--- config.mk ---
export PLATFORM = sky130hd
export DESIGN_NAME = mips_muldiv
export DESIGN_NICKNAME = d
export VERILOG_FILES = /design/src/rtl/mips_muldiv.sv
export SDC_FILE = /design/constraint.sdc
export NUM_CORES = 1
export LEC_CHECK = 0
export ABC_AREA = 1
export BUFFER_PORTS_ARGS = -buffer_cell sky130_fd_sc_hd__buf_4
export CAP_MARGIN = 20
export CORE_MARGIN = 2
export CORE_UTILIZATION = 39
export DETAILED_ROUTE_END_ITERATION = 10
export HOLD_SLACK_MARGIN = 0.12
export SLEW_MARGIN = 20
export SYNTH_ARGS = -nofsm -noshare
export SYNTH_HDL_FRONTEND = slang
export SYNTH_SLANG_ARGS = --single-unit
--- constraint.sdc ---
create_clock -name clk -period 11.2 [get_ports clk]
set_input_delay 2.8 -clock clk [delete_from_list [all_inputs] [get_ports clk]]
set_output_delay 2.8 -clock clk [all_outputs]
set_load 0.03 [all_outputs]
--- src/rtl/mips_muldiv.sv ---
// Iterative multiply/divide unit with HI/LO result registers.
// Produces one result bit per cycle: radix-2 shift-add multiply and restoring divide.
module mips_muldiv #(
  parameter int WIDTH = 32
) (
  input  logic             clk,
  input  logic             reset,
  input  logic             start,
  input  logic [1:0]       op,
  input  logic [WIDTH-1:0] a,
  input  logic [WIDTH-1:0] b,
  input  logic             mthi,
  input  logic             mtlo,
  input  logic [WIDTH-1:0] wdata,
  output logic             busy,
  output logic             done,
  output logic [WIDTH-1:0] hi,
  output logic [WIDTH-1:0] lo
);

  // Handshake: start is sampled only while busy is low; busy then stays high
  // for WIDTH+1 cycles, and done pulses for one cycle with busy low and hi/lo valid.
  localparam int CW = $clog2(WIDTH + 1);
  localparam logic [CW-1:0] LAST = CW'(WIDTH - 1);

  typedef enum logic [1:0] {IDLE, RUN, FIX} state_t;

  state_t           state;
  logic [CW-1:0]    cnt;
  logic             is_div;
  logic             sgn_a;
  logic             sgn_b;
  logic [WIDTH-1:0] opnd;
  logic [WIDTH-1:0] work_hi;
  logic [WIDTH-1:0] work_lo;

  logic             a_neg;
  logic             b_neg;
  logic [WIDTH-1:0] mag_a;
  logic [WIDTH-1:0] mag_b;

  // Most-negative operand negates to itself, which reads correctly as unsigned 2^(WIDTH-1).
  always_comb begin
    a_neg = op[0] & a[WIDTH-1];
    b_neg = op[0] & b[WIDTH-1];
    mag_a = a_neg ? -a : a;
    mag_b = b_neg ? -b : b;
  end

  logic [WIDTH:0] mul_sum;
  logic [WIDTH:0] div_shift;
  logic [WIDTH:0] div_trial;
  logic           div_ok;

  always_comb begin
    mul_sum   = {1'b0, work_hi} + (work_lo[0] ? {1'b0, opnd} : '0);
    div_shift = {work_hi, work_lo[WIDTH-1]};
    div_trial = div_shift - {1'b0, opnd};
    div_ok    = ~div_trial[WIDTH];
  end

  logic [2*WIDTH-1:0] prod;
  logic [WIDTH-1:0]   quot;
  logic [WIDTH-1:0]   rem;

  always_comb begin
    prod = {work_hi, work_lo};
    if (sgn_a ^ sgn_b) prod = -prod;
    quot = (sgn_a ^ sgn_b) ? -work_lo : work_lo;
    rem  = sgn_a ? -work_hi : work_hi;
  end

  always_ff @(posedge clk or posedge reset) begin
    if (reset) begin
      state   <= IDLE;
      cnt     <= '0;
      is_div  <= 1'b0;
      sgn_a   <= 1'b0;
      sgn_b   <= 1'b0;
      opnd    <= '0;
      work_hi <= '0;
      work_lo <= '0;
      busy    <= 1'b0;
      done    <= 1'b0;
      hi      <= '0;
      lo      <= '0;
    end else begin
      done <= 1'b0;
      case (state)
        IDLE: begin
          if (start) begin
            is_div  <= op[1];
            sgn_a   <= a_neg;
            sgn_b   <= b_neg;
            opnd    <= op[1] ? mag_b : mag_a;
            work_hi <= '0;
            work_lo <= op[1] ? mag_a : mag_b;
            cnt     <= '0;
            busy    <= 1'b1;
            state   <= RUN;
          end else begin
            if (mthi) hi <= wdata;
            if (mtlo) lo <= wdata;
          end
        end
        RUN: begin
          cnt <= cnt + CW'(1);
          if (is_div) begin
            work_hi <= div_ok ? div_trial[WIDTH-1:0] : div_shift[WIDTH-1:0];
            work_lo <= {work_lo[WIDTH-2:0], div_ok};
          end else begin
            work_hi <= mul_sum[WIDTH:1];
            work_lo <= {mul_sum[0], work_lo[WIDTH-1:1]};
          end
          if (cnt == LAST) state <= FIX;
        end
        FIX: begin
          if (is_div) begin
            hi <= rem;
            lo <= quot;
          end else begin
            hi <= prod[2*WIDTH-1:WIDTH];
            lo <= prod[WIDTH-1:0];
          end
          busy  <= 1'b0;
          done  <= 1'b1;
          state <= IDLE;
        end
        default: begin
          busy  <= 1'b0;
          state <= IDLE;
        end
      endcase
    end
  end

endmodule

# Word-level counts from Yosys, hierarchy flattened

Index checks and enable logic that the tools add are counted.

Register bits after elaboration: 173
Output and inout port bits: 66

Reductions and logical operators: 9
Bitwise operators: 5
$add $sub $neg: 8
Muxes and demuxes: 31
Eq/ne operators: 8

Operators with widths:

| cell                  | count |
|---|---|
| $mux W32              | 18 |
| $pmux W32 S2          | 4 |
| $neg A32 Y32          | 4 |
| $mux W64              | 1 |
| $neg A64 Y64          | 1 |
| $add A32 B32 Y33      | 1 |
| $sub A33 B32 Y33      | 1 |
| $pmux W6 S2           | 1 |
| $ne A2 B2 Y1 const B  | 5 |
| $reduce_and A2 Y1     | 4 |
| $add A6 B1 Y6 const B | 1 |
| $eq A6 B5 Y1 const B  | 1 |
| $mux W6               | 1 |
| $reduce_and A3 Y1     | 2 |
| $mux W2               | 2 |
| $pmux W2 S2           | 1 |
| $reduce_bool A2 Y1    | 2 |
| $and A1 B1 Y1         | 2 |
| $eq A2 B1 Y1 const B  | 1 |
| $eq A2 B2 Y1 const B  | 1 |
| $logic_not A2 Y1      | 1 |
| $mux W1               | 2 |
| $not A1 Y1            | 2 |
| $pmux W1 S2           | 1 |
| $xor A1 B1 Y1         | 1 |

# Longest topological paths before layout

Gate-level depths: netlist of run 1.

Depth in word-level cells: 5
Mapped depth: 21

# Worst setup path before layout of run 1

No wires, ideal clock.

Kind: input port to flip-flop
From: in a[0]
To: reg work_lo[16]
Library setup time: 0.131 ns
Arrival: 4.057 ns
Stages: 12
Setup slack: 7.011 ns
Cells stage by stage: inv_1 ha_1 nand3_1 nor2_2 nand2_1 nor2_1 inv_1 nand2_1 xor2_1 nand2_1 o211ai_1 a21boi_0

Cells in the longest elaborated chain, start to end: 5

Ends and longest elaborated chain:

| element              | RTL line | RTL |
|---|---|---|
| from (decl)          | 10       | `input logic [WIDTH-1:0] a,` |
| $neg A32 Y32         | 46       | `mag_a = a_neg ? -a : a;` |
| $mux W32             | 46       |  |
| $mux W32             | 97       | `work_lo <= op[1] ? mag_a : mag_b;` |
| $mux W32             | 91       | `if (start) begin` |
| $pmux W32 S2         | 89       | `case (state)` |
| to (signal assigned) | 97       |  |
| to (signal assigned) | 110      | `work_lo <= {work_lo[WIDTH-2:0], div_ok};` |
| to (signal assigned) | 113      | `work_lo <= {mul_sum[0], work_lo[WIDTH-1:1]};` |
| to (decl)            | 35       | `logic [WIDTH-1:0] work_lo;` |

Every way passes these cells. The select of a mux whose other input is x is not followed.
A chain may end at the register's enable or synchronous reset.

# Worst setup path in the final report of run 1

From: in start
To: reg work_lo[1]

Cells in the longest elaborated chain, start to end: 2

Ends and longest elaborated chain:

| element                            | RTL line | RTL |
|---|---|---|
| from (decl)                        | 8        | `input logic start,` |
| $ne A2 B2 Y1 (no source line)      | -        |  |
| $reduce_and A2 Y1 (no source line) | -        |  |

Every way passes these cells.

==> results of run 1 <==
## state kept, by name (all words and copies together), names as in the netlist
signal,count
state,2
cnt,6
sgn_b,1
work_hi,32
sgn_a,1
busy,1
opnd,32
work_lo,32
done,1
lo,32
is_div,1
hi,32
## worst max-delay path, stage by stage
cell and delay (ps):
buf_4 110, nand2_1 440, inv_1 180, nor2_4 100, buf_4 670, inv_2 440, o211ai_1 220, o21ai_0 100
## cell usage after synthesis (all sizes together), types with 33 or more instances
cell type / n / area, um2
nand2: 1033 / 3960
inv: 447 / 1678
nand3: 367 / 1892
nor2: 257 / 1055
o21ai: 183 / 919.6
dfrtp: 173 / 4329
a21oi: 150 / 762.0
ha: 69 / 863.3
clkbuf: 65 / 244.0
o211ai: 48 / 360.4
nor3: 39 / 231.5
buf: 37 / 235.2
xor2: 37 / 324.1
nand4: 33 / 206.5
## per-layer routing
metal / share of wire (%) / wire length (um)
met5: 0 / 0
met4: 4.8 / 3717
met3: 8.2 / 6354
met2: 43 / 33610
met1: 44 / 34250
## report_power, final
group / switching, mW / leakage [nW] / internal, mW
clock: 0.316 / 0.284 / 0.296
combinational: 3.29 / 8.23 / 1.59
sequential: 0.501 / 2.09 / 0.943
## metrics by stage
stage	cell area, um2	instances	utilization [%]	power [mW]	setup slack [ps]
detailed placement	19730	3750	43.29	6.222	5994
CTS	20300	3782	44.54	6.851	6488
global placement	19730	3750	43.29	6.168	6027
finish	20300	3782	44.54	6.927	6403
floorplan	18050	3067	-	4.741	3712
global route	20300	3782	44.54	7.528	6230
## worst paths after layout
path	start	end	slack (ps)	depth (start not counted)
max	start	work_lo[1]$_DFFE_PP0P_	6400	8
min	cnt[5]$_DFFE_PP0P_	state[1]$_DFFE_PP0P_	470	1
max reg2reg	sgn_a$_DFFE_PP0P_	hi[21]$_DFFE_PP0P_	7940	11
min reg2reg	cnt[5]$_DFFE_PP0P_	state[1]$_DFFE_PP0P_	470	1
max in group asynchronous	reset	is_div$_DFFE_PP0P_	6720	4
min in group asynchronous	reset	lo[15]$_DFFE_PP0P_	2360	2
## cells by family after synthesis
logic type / synth area share, %
simple gates: 41.88
buf+inv: 12.00
compound gates: 14.76
flops: 23.98
fa+ha+maj: 5.004
xor+xnor: 2.377
## cell type report
cell class | count | area, um2
Timing Repair Buffer | 185 | 1389
Inverter | 449 | 1692
Multi-Input combinational cell | 2343 | 11570
Fill cell | 5008 | 25280
Clock buffer | 17 | 425.4
Clock inverter | 15 | 146.4
Sequential cell | 173 | 4330
Tap cell | 600 | 750.7
==> impl_metrics.json, run 1 <==
{
  "status": "completed",
  "fin_crit_sh_pct": 42.83,
  "fmax_ghz": 0.2085,
  "clk_pin_slew_ps": 80,
  "diodes": 0,
  "synth_fp_nets": 3241,
  "final_nets": 3343,
  "finalWirelength_um": 77930,
  "overflow": 0,
  "drt_iter0_drc": 2439,
  "finalHoldViolations": 0,
  "fp.dieW_um": 219.2,
  "grt_pass1_wl_um": 116600,
  "startpoint_type": "primary input",
  "avgSynthCellArea_um2": 5.886,
  "setup_viol": 0,
  "gp_congestion": 1.039,
  "grt_pass1_vias": 19345,
  "fin_tns_setup_ps": 0,
  "slew_headroom_pct": 33.48,
  "wl_per_cell_um": 20.60,
  "area_growth_pct": 12.44,
  "async_reset_ff_share_pct": 100.0,
  "via_count": 21064,
  "cts_sinks": 173,
  "cts_buffers": 17,
  "cp.arrival_ps": 5130,
  "grt_max_degree": 78,
  "worstSkewPairLatency_ps": 470,
  "initial_core_util_pct": 39.61,
  "drc": 0,
  "ir_drop_mv": 0.1632,
  "slew_viol_final": 0,
  "core-area_um2": 45580,
  "syn_area_um2": 18050,
  "finClkSkew_ps": 14.65,
  "met1_usage_pct": 44.26,
  "rsz0062_at_grt": "false",
  "post_cts_buffers": 0,
  "cts_max_path_buffers": 2,
  "postCtsHoldBufs": 0,
  "grt-busiest-layer": "met2",
  "holdWs_ps": 473.0,
  "ant_nets": 0,
  "worst-setup-path-type": "in2reg",
  "period_minus_slack_ps": 4797,
  "worstPathMaxFanout": 77,
  "synth_edf_count": 0,
  "final_cell_mix": "nand2_1, inv_1, nand3_1, nor2_1, buf_4",
  "rows": 78,
  "cts_tree": "done",
  "h-tree-depth": 4,
  "cts_root_buf": "clkbuf_16",
  "grt_usage_pct": 32.16,
  "synth.distinct_cells": 56,
  "post_cts_resized": 0,
  "powerDensity_nw_per_um2": 341.2,
  "grt.met3_usage_pct": 4.518,
  "first_pass_iters": 5,
  "port_buffers": 168,
  "worstPathRequired_ps": 11540,
  "fp.dieH_um": 219.2,
  "netlist_instances": 3067,
  "via_per_inst": 5.570,
  "timing_worst_slew_pin_value_ps": 996.7,
  "cp-end-kind": "flop",
  "ys_seq_area_share_pct": 23.98,
  "p_leak_nw": 10.60,
  "antenna_found_initial": 0,
  "dieArea_um2": 48030,
  "ioPinCount": 169,
  "layout_commonest_cell": "nand2_1",
  "ys_seq_elements": 173,
  "max_cap_violations": 0,
  "synthFlopType": "dfrtp_1",
  "dp_hpwl_um": 62900,
  "drive_gt1_share_pct": 9.742,
  "hold_class": "reg2reg",
  "yosys_warnings": 0,
  "grt_use_met2_pct": 49.50
}
Note: power is estimated with default switching activity, not from simulation.
==> run 2, diff against run 1 <==
==> constraint.sdc (replaced) <==
create_clock -name clk -period 3.8 [get_ports clk]
set_input_delay 0.95 -clock clk [delete_from_list [all_inputs] [get_ports clk]]
set_output_delay 0.95 -clock clk [all_outputs]
set_load 0.03 [all_outputs]
==> run 2 against run 1 <==
  * Sequential power grew to 2.7 times the previous value
  * Critical endpoint is now work_hi[28]$_DFFE_PP0P_
  * Largest cell class unchanged
  * Design area rose by 1.4%
  * Largest power group unchanged
  * Die area unchanged
  * Via count decreased by 0.30%
==> impl_metrics.json, run 2 (same netlist as run 1, synthesis figures left out) <==
{
  "status": "completed",
  "finClkSkew_ps": 9.122,
  "area_growth_pct": 13.98,
  "grt_max_degree": 68,
  "post_cts_buffers": 0,
  "slew_headroom_pct": 40.14,
  "fp.dieH_um": 219.2,
  "rows": 78,
  "final_cell_mix": "nand2_1, inv_1, nand3_1, nor2_1, buf_4",
  "cts_tree": "done",
  "period_minus_slack_ps": 3034,
  "fin_util_pct": 45.15,
  "finalWirelength_um": 79140,
  "dp_hpwl_um": 64490,
  "cts_buffers": 17,
  "multiInputGateArea_um2": 11570,
  "cts_max_path_buffers": 2,
  "max_cap_violations": 0,
  "p_leak_nw": 10.77,
  "first_pass_iters": 9,
  "layout_commonest_cell": "nand2_1",
  "pre_cts_ws_ps": 416.6,
  "postCtsHoldBufs": 0,
  "worstPathRequired_ps": 4180,
  "powerDensity_nw_per_um2": 1003,
  "cts_sinks": 173,
  "fin_crit_sh_pct": 79.85,
  "fmax_ghz": 0.3296,
  "holdWs_ps": 454.9,
  "diodes": 0,
  "h-tree-depth": 4,
  "clkPwrFrac_pct": 8.9,
  "finalHoldViolations": 0,
  "clk_pin_slew_ps": 80,
  "via_per_inst": 5.510,
  "hold_class": "reg2reg",
  "rsz0062_at_grt": "false",
  "switching_share_pct": 58.85,
  "ioPinCount": 169,
  "grt_pass1_wl_um": 118600,
  "via_count": 21000,
  "seqCellArea_um2": 4330,
  "timing_worst_slew_pin_value_ps": 888.6,
  "fp.dieW_um": 219.2,
  "dieArea_um2": 48030,
  "ir_drop_mv": 0.6111,
  "drc": 0,
  "startpoint_type": "flop",
  "power_mw": 20.65,
  "cp.arrival_ps": 3410,
  "ant_nets": 0,
  "fin_tns_setup_ps": 0,
  "switchingPower_mw": 12.15,
  "cp-end-kind": "flop",
  "overflow": 0,
  "antenna_found_initial": 0,
  "wl_per_cell_um": 20.77,
  "fillers": 5033,
  "combPwrFrac_pct": 72.0,
  "grt_pass1_vias": 19500,
  "p_int_mw": 8.497,
  "drt_iter0_drc": 2240,
  "worstSkewPairLatency_ps": 490,
  "cts_root_buf": "clkbuf_16",
  "core-area_um2": 45580,
  "fin_ws_ps": 765.7,
  "grt_usage_pct": 32.95,
  "post_cts_resized": 0,
  "setup_viol": 0,
  "final_nets": 3372,
  "slew_viol_final": 0,
  "worstPathMaxFanout": 31,
  "drive_gt1_share_pct": 10.56,
  "initial_core_util_pct": 39.61,
  "gp_congestion": 1.028,
  "seqPwrFrac_pct": 19.1,
  "port_buffers": 168,
  "worst-setup-path-type": "reg2reg"
}
==> run 2: power by group through the flow <==
| stage | Clock [mW] | Combinational [mW] | Sequential, mW |
|---|---|---|---|
| finish | 1.83 | 14.9 | 3.94 |
| global route | 1.92 | 16.6 | 4.02 |
| CTS | 1.86 | 14.7 | 3.90 |
| detailed placement | 0 | 14.6 | 3.93 |
| global placement | 0 | 14.5 | 3.92 |
| floorplan | 0 | 9.79 | 4.19 |
==> run 2: critical path, cell delays in order (launching register included) <==
cell,delay (ps)
dfrtp_1,450
buf_4,370
nand2_1,80
inv_1,120
ha_1,330
a21oi_1,290
o21ai_0,170
a21oi_1,380
nor2_1,140
nor2_1,200
nand2_1,70
nand2_1,60
nand3_1,70
nand3_1,120
nand2_1,60
==> run 2: layout make-up <==
| type | count | share of cell area, % |
|---|---|---|
| inverters | 449 | 8.215 |
| repair buffers | 214 | 8.051 |
| flip-flops and latches | 173 | 21.04 |
| multi-input cells | 2343 | 56.21 |
| clock inverters | 14 | 0.6993 |
| well taps | 600 | 3.648 |
| clock buffers | 18 | 2.134 |
==> run 2: metal layers <==
metal / track usage [%] / vias up / wire (um)
met1: 44.68 / 9763 / 34660
met3: 4.920 / 130 / 5966
met4: 13.11 / 0 / 3066
met5: 0 / - / 0
met2: 52.54 / 941 / 35450
li1: - / 10166 / -
==> run 2: metrics by stage <==
step	instances	cell area [um2]
finish	3811	20580
global route	3811	20580
CTS	3811	20580
detailed placement	3779	19990
global placement	3779	19990
floorplan	3067	18060
==> run 2: final timing paths <==
path                                         from                 endpoint  slack [ps]  cells past startpoint
max in group asynchronous                   reset  work_hi[26]$_DFFE_PP0P_        2530                      3
min reg2reg                    cnt[5]$_DFFE_PP0P_     state[1]$_DFFE_PP0P_         450                      1
min                            cnt[5]$_DFFE_PP0P_     state[1]$_DFFE_PP0P_         450                      1
max reg2reg                work_lo[0]$_DFFE_PP0P_  work_hi[28]$_DFFE_PP0P_         770                     14
min in group asynchronous                   reset       hi[10]$_DFFE_PP0P_         560                      2
max                        work_lo[0]$_DFFE_PP0P_  work_hi[28]$_DFFE_PP0P_         770                     14
